File: config.mk
export PLATFORM = sky130hd
export DESIGN_NAME = wb_mem_arbiter
export DESIGN_NICKNAME = d
export VERILOG_FILES = /design/src/rtl/wb_arb_pkg.sv /design/src/rtl/wb_arb_rr_pick.sv /design/src/rtl/wb_mem_arbiter.sv
export SDC_FILE = /design/constraint.sdc
export NUM_CORES = 1
export LEC_CHECK = 0
export BUFFER_PORTS_ARGS = -buffer_cell sky130_fd_sc_hd__buf_2
export CAP_MARGIN = 20
export CORE_AREA = 2 2 148 150
export CTS_BUF_LIST = sky130_fd_sc_hd__clkbuf_16
export DETAILED_ROUTE_END_ITERATION = 8
export DIE_AREA = 0 0 150 152
export PLACE_DENSITY = 0.36
export SETUP_SLACK_MARGIN = 0.1
export SYNTH_ARGS = -nofsm -noshare
export SYNTH_HDL_FRONTEND = slang
export SYNTH_HIERARCHICAL = 1
export SYNTH_SLANG_ARGS = --single-unit
File: constraint.sdc
create_clock -name wb_clk_i -period 2.5 [get_ports wb_clk_i]
set_input_delay 0.125 -clock wb_clk_i [delete_from_list [all_inputs] [get_ports wb_clk_i]]
set_output_delay 0.125 -clock wb_clk_i [all_outputs]
set_load 0.01 [all_outputs]
File: src/rtl/wb_arb_pkg.sv
// rtl/wb_arb_pkg.sv - shared state type and Wishbone cycle-type codes for the main-RAM arbiter
package wb_arb_pkg;

  typedef enum logic {
    ARB_IDLE  = 1'b0,
    ARB_GRANT = 1'b1
  } arb_state_t;

  localparam logic [2:0] CTI_CLASSIC = 3'b000;
  localparam logic [2:0] CTI_INCR    = 3'b010;
  localparam logic [2:0] CTI_EOB     = 3'b111;

endpackage

File: src/rtl/wb_arb_rr_pick.sv
// rtl/wb_arb_rr_pick.sv - combinational round-robin picker, searches from pointer+1 with wrap
module wb_arb_rr_pick #(
  parameter int N  = 3,
  parameter int IW = (N > 1) ? $clog2(N) : 1
) (
  input  logic [N-1:0]  i_req,
  input  logic [IW-1:0] i_ptr,
  output logic [N-1:0]  o_winner,
  output logic [IW-1:0] o_idx
);

  logic [N-1:0] w_mask;
  logic [N-1:0] w_src;
  logic         w_found;

  // Prefer requesters above the pointer; fall back to the lowest requester (the wrap-around)
  always_comb begin
    w_mask = '0;
    for (int j = 0; j < N; j++) begin
      w_mask[j] = (j > int'(i_ptr));
    end
    w_src    = (|(i_req & w_mask)) ? (i_req & w_mask) : i_req;
    o_winner = '0;
    o_idx    = '0;
    w_found  = 1'b0;
    for (int j = 0; j < N; j++) begin
      if (!w_found && w_src[j]) begin
        o_winner[j] = 1'b1;
        o_idx       = IW'(j);
        w_found     = 1'b1;
      end
    end
  end

endmodule

File: src/rtl/wb_mem_arbiter.sv
// rtl/wb_mem_arbiter.sv - round-robin Wishbone arbiter for main RAM; WB_MEM_ARBITER_TIMEOUT_EN adds a stall timeout
module wb_mem_arbiter
  import wb_arb_pkg::*;
#(
  parameter int NUM_MASTERS = 3,
  parameter int AW          = 32,
  parameter int DW          = 32
`ifdef WB_MEM_ARBITER_TIMEOUT_EN
  ,parameter int TIMEOUT_CYCLES = 1024
`endif
) (
  input  logic                          wb_clk_i,
  input  logic                          wb_rst_ni,
  input  logic [NUM_MASTERS*AW-1:0]     m_adr_i,
  input  logic [NUM_MASTERS*DW-1:0]     m_dat_i,
  input  logic [NUM_MASTERS*DW/8-1:0]   m_sel_i,
  input  logic [NUM_MASTERS-1:0]        m_we_i,
  input  logic [NUM_MASTERS-1:0]        m_cyc_i,
  input  logic [NUM_MASTERS-1:0]        m_stb_i,
  input  logic [NUM_MASTERS*3-1:0]      m_cti_i,
  input  logic [NUM_MASTERS*2-1:0]      m_bte_i,
  output logic [DW-1:0]                 m_dat_o,
  output logic [NUM_MASTERS-1:0]        m_ack_o,
  output logic [NUM_MASTERS-1:0]        m_err_o,
  output logic [NUM_MASTERS-1:0]        m_rty_o,
  output logic [AW-1:0]                 s_adr_o,
  output logic [DW-1:0]                 s_dat_o,
  output logic [DW/8-1:0]               s_sel_o,
  output logic                          s_we_o,
  output logic                          s_cyc_o,
  output logic                          s_stb_o,
  output logic [2:0]                    s_cti_o,
  output logic [1:0]                    s_bte_o,
  input  logic [DW-1:0]                 s_dat_i,
  input  logic                          s_ack_i,
  input  logic                          s_err_i,
  input  logic                          s_rty_i,
  output logic [NUM_MASTERS-1:0]        grant_o
);

  localparam int IW = (NUM_MASTERS > 1) ? $clog2(NUM_MASTERS) : 1;
  localparam int SW = DW / 8;

  arb_state_t             r_state, w_state_nxt;
  logic [NUM_MASTERS-1:0] r_grant, w_grant_nxt;
  logic [IW-1:0]          r_ptr, w_ptr_nxt;
  logic [NUM_MASTERS-1:0] w_winner;
  logic [IW-1:0]          w_win_idx;
  logic                   w_gnt_cyc;
  logic                   w_stb_raw;
  logic                   w_timeout;

  wb_arb_rr_pick #(.N(NUM_MASTERS), .IW(IW)) u_pick (
    .i_req    (m_cyc_i),
    .i_ptr    (r_ptr),
    .o_winner (w_winner),
    .o_idx    (w_win_idx)
  );

  assign w_gnt_cyc = |(m_cyc_i & r_grant);

  // State, grant and pointer registers; pointer starts at the last master so master 0 wins first
  always_ff @(posedge wb_clk_i or negedge wb_rst_ni) begin
    if (!wb_rst_ni) begin
      r_state <= ARB_IDLE;
      r_grant <= '0;
      r_ptr   <= IW'(NUM_MASTERS - 1);
    end else begin
      r_state <= w_state_nxt;
      r_grant <= w_grant_nxt;
      r_ptr   <= w_ptr_nxt;
    end
  end

  // Grant is taken in IDLE and held until the owner drops cyc, regardless of burst type
  always_comb begin
    w_state_nxt = r_state;
    w_grant_nxt = r_grant;
    w_ptr_nxt   = r_ptr;
    case (r_state)
      ARB_IDLE: begin
        if (|m_cyc_i) begin
          w_grant_nxt = w_winner;
          w_ptr_nxt   = w_win_idx;
          w_state_nxt = ARB_GRANT;
        end
      end
      ARB_GRANT: begin
        if (!w_gnt_cyc) begin
          w_grant_nxt = '0;
          w_state_nxt = ARB_IDLE;
        end
      end
      default: begin
        w_grant_nxt = '0;
        w_state_nxt = ARB_IDLE;
      end
    endcase
  end

  // Request mux; a zero grant vector (IDLE or reset) drives every slave field to 0
  always_comb begin
    s_adr_o   = '0;
    s_dat_o   = '0;
    s_sel_o   = '0;
    s_we_o    = 1'b0;
    s_cyc_o   = 1'b0;
    w_stb_raw = 1'b0;
    s_cti_o   = '0;
    s_bte_o   = '0;
    for (int k = 0; k < NUM_MASTERS; k++) begin
      if (r_grant[k]) begin
        s_adr_o   = m_adr_i[k*AW +: AW];
        s_dat_o   = m_dat_i[k*DW +: DW];
        s_sel_o   = m_sel_i[k*SW +: SW];
        s_we_o    = m_we_i[k];
        s_cyc_o   = m_cyc_i[k];
        w_stb_raw = m_stb_i[k];
        s_cti_o   = m_cti_i[k*3 +: 3];
        s_bte_o   = m_bte_i[k*2 +: 2];
      end
    end
  end

`ifdef WB_MEM_ARBITER_TIMEOUT_EN
  localparam int CW = $clog2(TIMEOUT_CYCLES + 1);

  logic [CW-1:0] r_to_cnt;
  logic          w_resp;
  logic          w_stall;

  assign w_resp    = s_ack_i | s_err_i | s_rty_i;
  assign w_stall   = (r_state == ARB_GRANT) && w_stb_raw && !w_resp;
  // Fires on the TIMEOUT_CYCLES-th consecutive unanswered strobe
  assign w_timeout = w_stall && (r_to_cnt == CW'(TIMEOUT_CYCLES - 1));

  // Stall counter: restarts on any response, on a timeout, and whenever no grant is held
  always_ff @(posedge wb_clk_i or negedge wb_rst_ni) begin
    if (!wb_rst_ni) begin
      r_to_cnt <= '0;
    end else if ((r_state != ARB_GRANT) || w_resp || w_timeout) begin
      r_to_cnt <= '0;
    end else if (w_stall) begin
      r_to_cnt <= r_to_cnt + CW'(1);
    end
  end
`else
  assign w_timeout = 1'b0;
`endif

  assign s_stb_o = w_stb_raw & ~w_timeout;
  assign m_dat_o = s_dat_i;
  assign m_ack_o = r_grant & {NUM_MASTERS{s_ack_i}};
  assign m_err_o = r_grant & {NUM_MASTERS{s_err_i | w_timeout}};
  assign m_rty_o = r_grant & {NUM_MASTERS{s_rty_i}};
  assign grant_o = r_grant;

endmodule

==> reports/results.tsv, run 1 <==
metric	value	unit
Syn. warnings	6	
Setup crit start kind	flop	
CP bufs+invs	2	
Post-synth EDFFs	0	
Post-Syn Instances	339	
full die area	0.02280	mm^2
Max Cap Viol	0	
syn nets	604	
Placed Cells	879	
Cell Rows	54	
met3 usage	1.291	%
area of the core	0.02135	mm^2
share of layout cells above drive strength 1	55.96	%
WS Path Type	reg -> out	
H-tree levels	1	
Slowest cell on crit path	dfrtp_1	
commonest non-fill, non-tap cells in the layout	320 x buf_2, 78 x nand2_1, 75 x a22oi_1	
NumNets Final	870	
number of synthesized register bits	6	
setup bufs post-CTS	0	
Slew @ Worst Pin	496.1	ps
worst path required time	2380	ps
Top Usage Layer GRT	met2	
cell area after synthesis	0.002090	mm^2
Detailed Routing Iterations Pass 1	4	
area of the multi-input gates	0.001481	mm^2
Leakage Power	1.952	nW
routed vias/inst	3.938	
initial drt markers	143	
Syn Area/Cell	6.164	um^2
Setup TNS Final	0	ps
drt wl/cell	14.18	um
Max Freq	516.8	MHz
number of buffers created by CTS	3	
Clock Path Buffers	2	
CP endpoint kind	output port	
synth unique cells	27	
DRT antenna net count	0	
CP cell instances	and2b_2 > buf_4 > a22oi_1 > o21ai_0 > buf_2	
worst-skew pair later-pin latency	230	ps
I/O Buffers	320	
commonest non-fill, non-tap cell in the layout	buf_2	
PwrDens	1012	mW/mm^2
Clock Sinks	6	
DRC	0	
ANT cells	0	
area growth from synthesis to layout	80.90	%
slowest stage delay, CP	470	ps
Root Buffer	clkbuf_16	
die width	150	um
Pins Over Slew Limit	0	
clock-pin slew on the worst setup and hold paths	40	ps
initial antenna violation count	0	
skew final	1.164	ps
via count	3481	
VDD IR-drop max	397.5	uV
met2 Track Usage GR	17.87	%
post-DP HPWL	10170	um
sequential element share of the synthesized area	7.246	%
Layout Cells excl Fill	884	
# fillers	2525	
min Tclk post-route	1935	ps
GR Overflow Total	0	
largest net degree at the start of global routing	85	
crit-path leading delay family	buffers and inverters	
Final Cycle Share	77.39	%
CTS tree	yes	
endpoints failing setup	0	
GR Util All Layers	9.857	%
cts repair resizes	0	
I/O pins	385	
outcome	complete, no violations	
vias in the first global route	3248	
unrepaired setup endpoints after global routing	no	
Starting Density	9.787	%
share of synthesized registers carrying an async set or reset	100.0	%
first-pass GRT wire length	17850	um
routability cong.	0.7680	
final wirelength	12540	um
Max FO, Critical Path	38	
Reg area	156.4	um^2
met1 usage	12.17	%
Arrival @ worst endpoint	1810	ps
Post-synth top flop	dfrtp_1	
HP Class	in -> reg	
Fin. Hold Viols	0	
die height	152	um
Slew headroom	66.93	%
-- worst register-to-register path, delay by kind of cell, from the launching register on --
kind | cells | cell delay [ps]
compound gates | 2 | 610
flops | 1 | 410
buf+inv | 1 | 220
simple gates | 1 | 120
-- layout make-up --
| cell class | instances | share of cell area, % |
|---|---|---|
| inverter | 1 | 0.09930 |
| multi-input combinational | 264 | 39.19 |
| clock inverter | 1 | 0.09930 |
| clock buffer | 3 | 1.986 |
| timing repair buffer | 329 | 45.22 |
| tap | 280 | 9.268 |
| sequential | 6 | 4.138 |
-- logic make-up after synthesis --
kind of cell / synth area share (%)
AND/OR/NAND/NOR: 20.24
AO/OA/AOI/OAI: 49.52
flip-flops: 7.246
buffers and inverters: 21.92
multiplexers: 1.078
-- path summary, 6_finish.rpt --
check | slack [ps] | startpoint | cells past startpoint | to
setup / recovery | 570 | grant_o[0] | 5 | s_sel_o[3]
hold / removal | 230 | m_cyc_i[2] | 2 | r_state
setup reg to reg | 1030 | grant_o[1] | 4 | grant_o[2]
hold reg to reg | 560 | r_ptr[0] | 1 | r_ptr[0]
max in group asynchronous | 2010 | wb_rst_ni | 2 | r_ptr[1]
min in group asynchronous | 260 | wb_rst_ni | 2 | grant_o[2]
-- cells in the mapped netlist, drive strengths merged, types with 2 or more instances --
library cell  instances  area, um^2
nor2b                 2       12.51
o21ai                77       385.4
dfrtp                 5       125.1
nor3                  2       10.01
nand2b                2       12.51
buf                  54       401.6
nand2                78       292.8
a22o                  3       26.28
mux2                  2       22.52
and2                  9       56.30
clkbuf               14       52.55
a22oi                75       563.0
a21oi                 3       15.01
nor2                  2       7.510
and3b                 2       17.52
-- state kept, by name, summed over array words and instances, names as in the netlist --
signal   cells
r_state      1
grant_o      3
r_ptr        2
-- per-layer routing --
metal | vias up | wire [um]
li1 | 1735 | -
met1 | 1538 | 5111
met2 | 172 | 6204
met3 | 36 | 926
met4 | 0 | 293
met5 | - | 0
-- power by group --
part | switching (mW) | leakage (nW) | internal [mW]
registers | 0.157 | 0.0704 | 0.157
logic | 1.90 | 1.84 | 1.34
clock network | 0.0573 | 0.0423 | 0.208
-- metrics by stage --
step                      instance area, um^2  setup slack, ps  utilization [%]  hold WS, ps  power, mW
after global placement                   3691            861.7            17.29       -31.16      3.643
after floorplan                          2090             1100                -       -170.6      2.368
after detailed placement                 3691            736.1            17.29       -32.68      3.622
after CTS                                3780            485.4            17.70        226.9      3.904
final                                    3780            565.2            17.70        228.9      3.826
after global routing                     3780            356.9            17.70        250.0      4.202
-- repair_timing --
| action | 4_1_cts | 5_1_grt |
|---|---|---|
| hold buffers | 1 | 0 |
| hold endpoints to repair | 6 | 0 |
| setup endpoints to repair | 0 | 0 |
Note: power is estimated with default switching activity, not from simulation.
==> run 2: changes to the inputs <==
--- a/config.mk
+++ b/config.mk
@@ -7,10 +7,10 @@
 export LEC_CHECK = 0
 export BUFFER_PORTS_ARGS = -buffer_cell sky130_fd_sc_hd__buf_2
 export CAP_MARGIN = 20
-export CORE_AREA = 2 2 148 150
+export CORE_AREA = 2 2 149 151
 export CTS_BUF_LIST = sky130_fd_sc_hd__clkbuf_16
 export DETAILED_ROUTE_END_ITERATION = 8
-export DIE_AREA = 0 0 150 152
+export DIE_AREA = 0 0 151 153
 export PLACE_DENSITY = 0.36
 export SETUP_SLACK_MARGIN = 0.1
 export SYNTH_ARGS = -nofsm -noshare
==> constraint.sdc (replaced) <==
create_clock -name wb_clk_i -period 1.6 [get_ports wb_clk_i]
set_input_delay 0.08 -clock wb_clk_i [delete_from_list [all_inputs] [get_ports wb_clk_i]]
set_output_delay 0.08 -clock wb_clk_i [all_outputs]
set_load 0.01 [all_outputs]
==> run 2 against run 1 <==
The run now ends with negative setup slack left. Critical path type unchanged. Sequential share of layout area shrank 0.71 points. Utilization increased by 3.5 points. Via count up 3.4%. Cell area is 21% higher. Worst hold slack got worse by 69 ps. Largest power group unchanged. Global-route usage is 0.060 points higher. Count of clock-buffer cells in the layout did not move.
==> reports/results.tsv, run 2 (synthesized netlist as in run 1, its figures left out) <==
metric	value	unit
CP cell instances	and2b_4 > buf_12 > buf_12 > a22oi_1 > o21ai_1 > buf_2	
min Tclk post-route	1689	ps
CP endpoint kind	output port	
number of buffers created by CTS	3	
Max Freq	592.1	MHz
met2 WL	6957	um
first-pass GRT wire length	17780	um
Pins Over Slew Limit	0	
GR Overflow Total	0	
endpoints failing setup	49	
initial drt markers	134	
Final Cycle Share	105.6	%
area post-placement	0.003736	mm^2
CTS tree	yes	
Clock Sinks	6	
unrepaired setup endpoints after global routing	yes	
WS Path Type	reg -> out	
largest net degree at the start of global routing	88	
PwrDens	1761	mW/mm^2
Crit path top cell by count	buf_12	
NumNets Final	891	
outcome	complete, but fails checks	
DR WL met3	879	um
worst path required time	1520	ps
max reg flops	3	
commonest non-fill, non-tap cell in the layout	buf_2	
Max FO, Critical Path	17	
HP Class	in -> out	
DRC	0	
drt wl/cell	14.45	um
VDD IR-drop max	608.6	uV
Starting Density	9.725	%
slowest stage delay, CP	380	ps
Fin. Hold Viols	0	
failing checks	negative setup slack	
design area	0.004566	mm^2
final worst setup slack	-88.89	ps
area growth from synthesis to layout	118.5	%
skew final	0.2793	ps
Clock Path Buffers	2	
Leakage Power	2.199	nW
Slew @ Worst Pin	353.9	ps
full die area	0.02310	mm^2
Slowest cell on crit path	dfrtp_2	
routability cong.	0.7579	
GR Util All Layers	9.917	%
H-tree levels	1	
die width	151	um
hold slack	160.0	ps
post-DP HPWL	9075	um
Max Cap Viol	0	
routed vias/inst	3.977	
I/O Buffers	320	
vias in the first global route	3398	
die height	153	um
DRT antenna net count	0	
via count	3599	
area of the core	0.02149	mm^2
ANT cells	0	
worst-skew pair later-pin latency	230	ps
Arrival @ worst endpoint	1610	ps
clock-pin slew on the worst setup and hold paths	30	ps
share of layout cells above drive strength 1	67.52	%
commonest non-fill, non-tap cells in the layout	320 x buf_2, 78 x nand2_1, 63 x o21ai_1	
I/O pins	385	
Detailed Routing Iterations Pass 1	5	
Slew headroom	76.32	%
Root Buffer	clkbuf_16	
Setup crit start kind	flop	
Cell Rows	54	
final wirelength	13080	um
DR top layer	met4	
WL met1	5025	um
initial antenna violation count	0	
==> run 2: what timing repair did <==
| action | in CTS | in global routing |
|---|---|---|
| resized for setup | 43 | 42 |
| cloned | 7 | 3 |
| pin swaps | 8 | 24 |
| buffers inserted | 11 | 1 |
| setup endpoints to repair | 76 | 81 |
| endpoints found under the hold margin | 6 | 0 |
| hold buffers | 1 | 0 |
==> run 2: worst paths after layout <==
kind / end / start / slack [ps] / cells past startpoint
worst min-delay path: m_dat_o[12] / s_dat_i[12] / 160 / 0
min in group asynchronous: r_state / wb_rst_ni / 220 / 2
max in group asynchronous: r_ptr[1] / wb_rst_ni / 1150 / 2
worst max-delay path: s_cti_o[0] / grant_o[1] / -90 / 6
worst max register to register: grant_o[2] / grant_o[1] / 120 / 5
worst min register to register: r_ptr[0] / r_ptr[0] / 550 / 1
==> run 2: metrics by stage <==
step / total power [mW] / cells / util [%] / setup TNS, ps / setup slack, ps
finish: 8.040 / 905 / 21.25 / -2462 / -88.89
global route: 8.760 / 905 / 21.25 / -7489 / -161.9
floorplan: 3.700 / 339 / - / 0 / 200.0
CTS: 7.738 / 903 / 20.20 / -3838 / -95.80
global placement: 5.784 / 880 / 17.39 / 0 / 41.57
detailed placement: 5.696 / 880 / 17.39 / 0 / 35.86
==> run 2: layer usage <==
| layer | track usage (%) | up-vias |
|---|---|---|
| li1 | - | 1785 |
| met1 | 11.01 | 1615 |
| met2 | 19.83 | 179 |
| met3 | 1.075 | 20 |
| met4 | 2.047 | 0 |
| met5 | 0 | - |
==> run 2: critical path: cells and delay by family, from the launching register on <==
kind	cells	cell delay, ps
buffers and inverters	3	430
flip-flops	1	380
AND/OR/NAND/NOR	1	290
AO/OA/AOI/OAI	2	260
==> run 2: where the power goes <==
group          internal (mW)  leakage, nW  switching, mW  total (mW)
Clock                  0.325       0.0423         0.0907       0.415
Combinational           3.55         2.09           3.75        7.29
Sequential             0.248       0.0704         0.0820       0.330
==> run 2: area by class of cell <==
class | instances | area, um^2
Clock buffer | 3 | 75.07
Timing Repair Buffer | 350 | 2185
Sequential cell | 6 | 156.4
Clock inverter | 1 | 3.754
Inverter | 1 | 3.754
Multi-Input combinational cell | 264 | 1792
Tap cell | 280 | 350.3
Fill cell | 2435 | 16920
